--- src/rtl/booth_divider.sv ---
// -----------------------------------------------------------------------------
// booth_divider
//
// Sequential signed divider for the toy ALU arithmetic unit, the companion of
// the combinational Booth multiplier. The two operands are latched on a
// start/done handshake. Radix-2 restoring division runs on their magnitudes,
// one quotient bit per clock. A sign fix-up then makes the results match
// Verilog '/' and '%' on signed operands:
//   - the quotient truncates toward zero;
//   - the remainder takes the sign of the dividend.
//
// Latency is fixed at WIDTH+1 edges from the accepting edge to the done cycle,
// for every operand pair.
//
// Ports
//   clk          rising-edge clock
//   rst          asynchronous, active-high reset
//   start        request pulse, sampled only while idle
//   A            signed dividend (WIDTH bits)
//   B            signed divisor  (WIDTH bits)
//   busy         high from the cycle after start is accepted until done
//   done         single-cycle pulse; results valid from this cycle
//   quo          signed quotient, held until the next operation completes
//   rem          signed remainder, held until the next operation completes
//   div_by_zero  B was zero for this operation (held with the results)
//   ovf          A was the most-negative value and B was -1 (held)
// -----------------------------------------------------------------------------
module booth_divider #(
   parameter int WIDTH = 16
) (
   input  logic             clk,
   input  logic             rst,
   input  logic             start,
   input  logic [WIDTH-1:0] A,
   input  logic [WIDTH-1:0] B,
   output logic             busy,
   output logic             done,
   output logic [WIDTH-1:0] quo,
   output logic [WIDTH-1:0] rem,
   output logic             div_by_zero,
   output logic             ovf
);

   localparam int               CW        = $clog2(WIDTH) + 1;
   localparam logic [WIDTH-1:0] MOST_NEG  = {1'b1, {(WIDTH-1){1'b0}}};
   localparam logic [CW-1:0]    LAST_ITER = CW'(WIDTH - 1);

   typedef enum logic [1:0] {
      IDLE,
      CALC,
      FIX
   } state_t;

   state_t state;

   // Operands as presented. These are kept for the divide-by-zero and
   // overflow overrides at FIX.
   logic [WIDTH-1:0] a_reg;
   logic [WIDTH-1:0] b_reg;
   logic             sign_q;
   logic             sign_r;

   // Magnitudes are WIDTH+1 bits wide, so 2^(WIDTH-1) is represented exactly.
   // a_mag doubles as the dividend/quotient shift register: dividend bits
   // leave at the top while quotient bits enter at the bottom.
   logic [WIDTH:0]   a_mag;
   logic [WIDTH:0]   b_mag;
   logic [WIDTH:0]   part_rem;
   logic [CW-1:0]    count;

   // Combinational datapath
   logic [WIDTH:0]   a_abs;
   logic [WIDTH:0]   b_abs;
   logic [WIDTH:0]   shifted_rem;
   logic [WIDTH+1:0] trial;
   logic             q_bit;
   logic [WIDTH:0]   next_rem;
   logic [WIDTH-1:0] q_fix;
   logic [WIDTH-1:0] r_fix;

   always_comb begin
      // NOTE: every variable gets a value before any condition touches it,
      // so no path leaves one unassigned and no latch can be inferred.
      a_abs = {1'b0, A};
      b_abs = {1'b0, B};
      if (A[WIDTH-1]) a_abs = {1'b0, ~A} + 1'b1;
      if (B[WIDTH-1]) b_abs = {1'b0, ~B} + 1'b1;

      // One restoring step. The partial remainder stays below |B| <= 2^(WIDTH-1),
      // so dropping its top bit during the shift loses nothing.
      shifted_rem = {part_rem[WIDTH-1:0], a_mag[WIDTH-1]};
      trial       = {1'b0, shifted_rem} - {1'b0, b_mag};
      q_bit       = ~trial[WIDTH+1];
      next_rem    = q_bit ? trial[WIDTH:0] : shifted_rem;

      // Sign fix-up. Two's-complement negation of zero is zero, so a zero
      // magnitude stays positive zero whatever the sign flag is.
      q_fix = a_mag[WIDTH-1:0];
      r_fix = part_rem[WIDTH-1:0];
      if (sign_q) q_fix = ~a_mag[WIDTH-1:0] + 1'b1;
      if (sign_r) r_fix = ~part_rem[WIDTH-1:0] + 1'b1;
   end

   // The top bits of the magnitude and remainder registers are always zero
   // once the shift is underway. They are gathered here so that they are
   // visibly accounted for.
   logic unused_bits;
   assign unused_bits = ^{a_mag[WIDTH], part_rem[WIDTH]};

   always_ff @(posedge clk or posedge rst) begin
      // NOTE: sequential state only ever uses non-blocking assignments. Every
      // right-hand side therefore sees the pre-edge values, whatever order the
      // statements appear in.
      if (rst) begin
         // NOTE: the datapath registers are reset along with the control
         // state. An abandoned operation leaves no residue that could be
         // observed later.
         state       <= IDLE;
         busy        <= 1'b0;
         done        <= 1'b0;
         quo         <= '0;
         rem         <= '0;
         div_by_zero <= 1'b0;
         ovf         <= 1'b0;
         a_reg       <= '0;
         b_reg       <= '0;
         sign_q      <= 1'b0;
         sign_r      <= 1'b0;
         a_mag       <= '0;
         b_mag       <= '0;
         part_rem    <= '0;
         count       <= '0;
      end else begin
         done <= 1'b0;

         case (state)
            IDLE: begin
               if (start) begin
                  a_reg    <= A;
                  b_reg    <= B;
                  sign_q   <= A[WIDTH-1] ^ B[WIDTH-1];
                  sign_r   <= A[WIDTH-1];
                  a_mag    <= a_abs;
                  b_mag    <= b_abs;
                  part_rem <= '0;
                  count    <= '0;
                  busy     <= 1'b1;
                  state    <= CALC;
               end
            end

            CALC: begin
               part_rem <= next_rem;
               a_mag    <= {1'b0, a_mag[WIDTH-2:0], q_bit};
               count    <= count + 1'b1;
               if (count == LAST_ITER) state <= FIX;
            end

            FIX: begin
               // A zero divisor still runs the full loop, so latency is the
               // same for every operand pair. Only the outcome is replaced.
               if (b_reg == '0) begin
                  quo         <= '1;
                  rem         <= a_reg;
                  div_by_zero <= 1'b1;
                  ovf         <= 1'b0;
               end else if (a_reg == MOST_NEG && b_reg == '1) begin
                  quo         <= MOST_NEG;
                  rem         <= '0;
                  div_by_zero <= 1'b0;
                  ovf         <= 1'b1;
               end else begin
                  quo         <= q_fix;
                  rem         <= r_fix;
                  div_by_zero <= 1'b0;
                  ovf         <= 1'b0;
               end
               busy  <= 1'b0;
               done  <= 1'b1;
               state <= IDLE;
            end

            default: state <= IDLE;
         endcase
      end
   end

endmodule

--- config.mk ---
export PLATFORM = sky130hd
export DESIGN_NAME = booth_divider
export DESIGN_NICKNAME = d
export VERILOG_FILES = /design/src/rtl/booth_divider.sv
export SDC_FILE = /design/constraint.sdc
export NUM_CORES = 1
export LEC_CHECK = 0
export CORE_UTILIZATION = 40
export DETAILED_ROUTE_END_ITERATION = 10
export DONT_BUFFER_PORTS = 1
export GPL_TIMING_DRIVEN = 0
export HOLD_SLACK_MARGIN = 0.08
export PLACE_DENSITY = 0.53
export SLEW_MARGIN = 20
export SYNTH_ARGS = -nofsm -noshare
export SYNTH_HDL_FRONTEND = slang
export SYNTH_SLANG_ARGS = --single-unit
--- constraint.sdc ---
create_clock -name clk -period 5.3 [get_ports clk]
set_input_delay 1.06 -clock clk [delete_from_list [all_inputs] [get_ports clk]]
set_output_delay 1.06 -clock clk [all_outputs]
set_load 0.05 [all_outputs]
==> impl_metrics.yaml <==
synth:
  synth_area_um2: 7220
  seq_area_frac_synth: 0.430
  netlist_top_cells_area: "dfrtp_1 43%, nand2_1 9.2%, o21ai_1 4.9%"
  synth_cell_types: 63
  synth_flop_cell: "dfrtp_1"
  synth_top_area_cell: "dfrtp_1"
  synth_most_common_cell: "nand2_1"
  yosys-top-cells-count: "178 x nand2_1, 124 x dfrtp_1, 71 x o21ai_1, 44 x nor2_1, 40 x clkbuf_1"
  synthCells: 836
  ys_ff_latch: 124
  syn_area_per_cell_um2: 8.64
  yosysWarnings: 0
  synth-edff-count: 0
  syn_nets: 895
  synthArstFlopShare: 1.00
  yosys.area.top_type_share: 0.430
power:
  p_leak_nw: 3.55
  pwr-share-seq: 0.341
  p_int_mw: 3.15
  total_power_mw: 5.91
  max-vdd-ir-drop_mv: 0.425
  powerDensity_nw_per_um2: 729
  pwr-share-clk: 0.191
  pwr-share-comb: 0.468
  p_switching_mw: 2.76
  switching_share: 0.467
setup_path:
  worstSetupPathDepth: 7
  cp_cell_sequence: "ha_1 -> a21o_1 -> a21oi_1 -> a21oi_1 -> or2_2 -> clkbuf_1 -> a221o_1"
  arrival_ns: 3.15
  endpoint_kind: "register"
  cp.required_ns: 5.60
  slowest_stage: "dfrtp_1"
  slowest_delay_ns: 0.56
  critPathKind: "register to register"
  cp_top_family: "compound AO/OA/AOI/OAI gates"
  path_max_fanout: 9
  r2r_cells: 7
  cp-start-kind: "register"
  path_buf_inv: 1
  crit_top_cell: "a21oi_1"
detailed_routing:
  ant_nets: 0
  routedWlPerCell_um: 20.1
  dr.pass1.iters: 5
  viasPerCell: 5.79
  drcViolationCount: 0
  vias: 6331
  routed_wl_um: 22000
  drtIter0Drc: 599
global_route:
  grt_overflow: 0
  grt_pass1_vias: 6125
  grt_max_degree: 81
  grt_util_all_layers: 0.248
  grt_pass1_wl_um: 34300
  antenna_found_initial: 0
clock_tree:
  holdBufCountCts: 0
  cts.repair.resized: 0
  clockBufferDepth: 2
  post_cts_buffers: 0
  cts_made_buffers: 17
  cts.sinks: 124
  root_buffer: "clkbuf_16"
  cts_tree: "yes"
  cts_htree_levels: 4
  clkTransAtPathRegs_ns: 0.06
  clk_latency_ns: 0.42
sta:
  hold_viol: 0
  tns_ns: 0
  finClkSkew_ns: 0.0107
  setup_violations: 0
  max-slew-margin-rel: 0.576
  fin_crit_ns: 2.85
  grt_setup_unrepaired: "no"
  timing.fmax_mhz: 351
  fin_ws_ns: 2.45
  tightest_slew_ns: 0.636
  drv_slew: 0
  finalCritPeriodShare: 0.538
floorplanning:
  die_w_um: 136
  ios: 71
  start_util: 0.413
  dieHeight_um: 136
  rows: 48
  core_um2: 17500
  dieArea_um2: 18600
layout:
  multiInputGateArea_um2: 3810
  diodes: 0
  regArea_um2: 3100
  finalNetCount: 915
  drive_gt1_frac: 0.0598
  areaGrowthSynthToFinish_pct: 12.1
  fillers: 1700
  final_area_um2: 8100
placement:
  dp_hpwl_um: 16900
  pre_cts_ws_ns: 2.24
  portBuffers: 0
  dpl_cell_area_um2: 7540
  place_congestion: 0.900
run:
  maxCapViolCount: 0
hold_path:
  hold_class: "register to register"
  worstHoldPathCells: 1
run_status:
  status: "completed"
==> through the flow <==
stage,util,hold WS [ns],instances
6_report,0.463,0.477,1094
5_1_grt,0.463,0.514,1094
4_1_cts,0.463,0.477,1094
3_5_place_dp,0.431,0.467,1062
3_3_place_gp,0.429,0.455,1061
2_1_floorplan,-,0.437,836
==> cell type report <==
type	instances	area share
clock buffers	18	0.0530
clock inverters	14	0.0165
plain buffers	44	0.0210
inverters	36	0.0173
repair buffers	1	0.00340
flip-flops and latches	124	0.383
well taps	225	0.0348
multi-input cells	632	0.471
==> worst paths after layout <==
check | startpoint | end | slack, ns
setup / recovery | part_rem[8] | part_rem[4] | 2.45
hold / removal | count[3] | count[3] | 0.48
setup reg to reg | part_rem[8] | part_rem[4] | 2.45
hold reg to reg | count[3] | count[3] | 0.48
max in group asynchronous | rst | b_mag[7] | 4.03
min in group asynchronous | rst | a_mag[3] | 0.52
==> layer usage <==
layer / vias to the layer above / track usage / share of wire
met1: 3096 / 0.323 / 0.43
met2: 203 / 0.393 / 0.47
met4: 0 / 0.0864 / 0.025
met3: 25 / 0.0667 / 0.075
li1: 3007 / - / -
met5: - / 0 / 0
==> power by group through the flow <==
stage	sequential, mW	combinational (mW)	clock (mW)
after detailed placement	2.03	2.76	0
after global placement	2.01	2.68	0
final	2.02	2.76	1.13
after global routing	2.07	3.11	1.19
after CTS	2.01	2.77	1.14
after floorplan	1.86	2.14	0
==> cell families after synthesis <==
group / share of synthesized area
buf+inv: 0.0423
simple gates: 0.194
fa+ha+maj: 0.0426
xor+xnor: 0.0752
compound gates: 0.211
mux: 0.00554
flops: 0.430
==> cells in the final DEF (no fill, tap or decap), types with 12 or more instances in the layout <==
cell / count
nand2_1: 178
dfrtp_1: 124
o21ai_1: 71
nor2_1: 44
clkbuf_1: 41
xor2_1: 33
a21oi_1: 32
inv_1: 30
xnor2_1: 29
ha_1: 23
o21ai_0: 20
clkbuf_16: 17
o22ai_1: 15
o211ai_1: 13
nor3_1: 12
(Power assumes the default switching activity.)
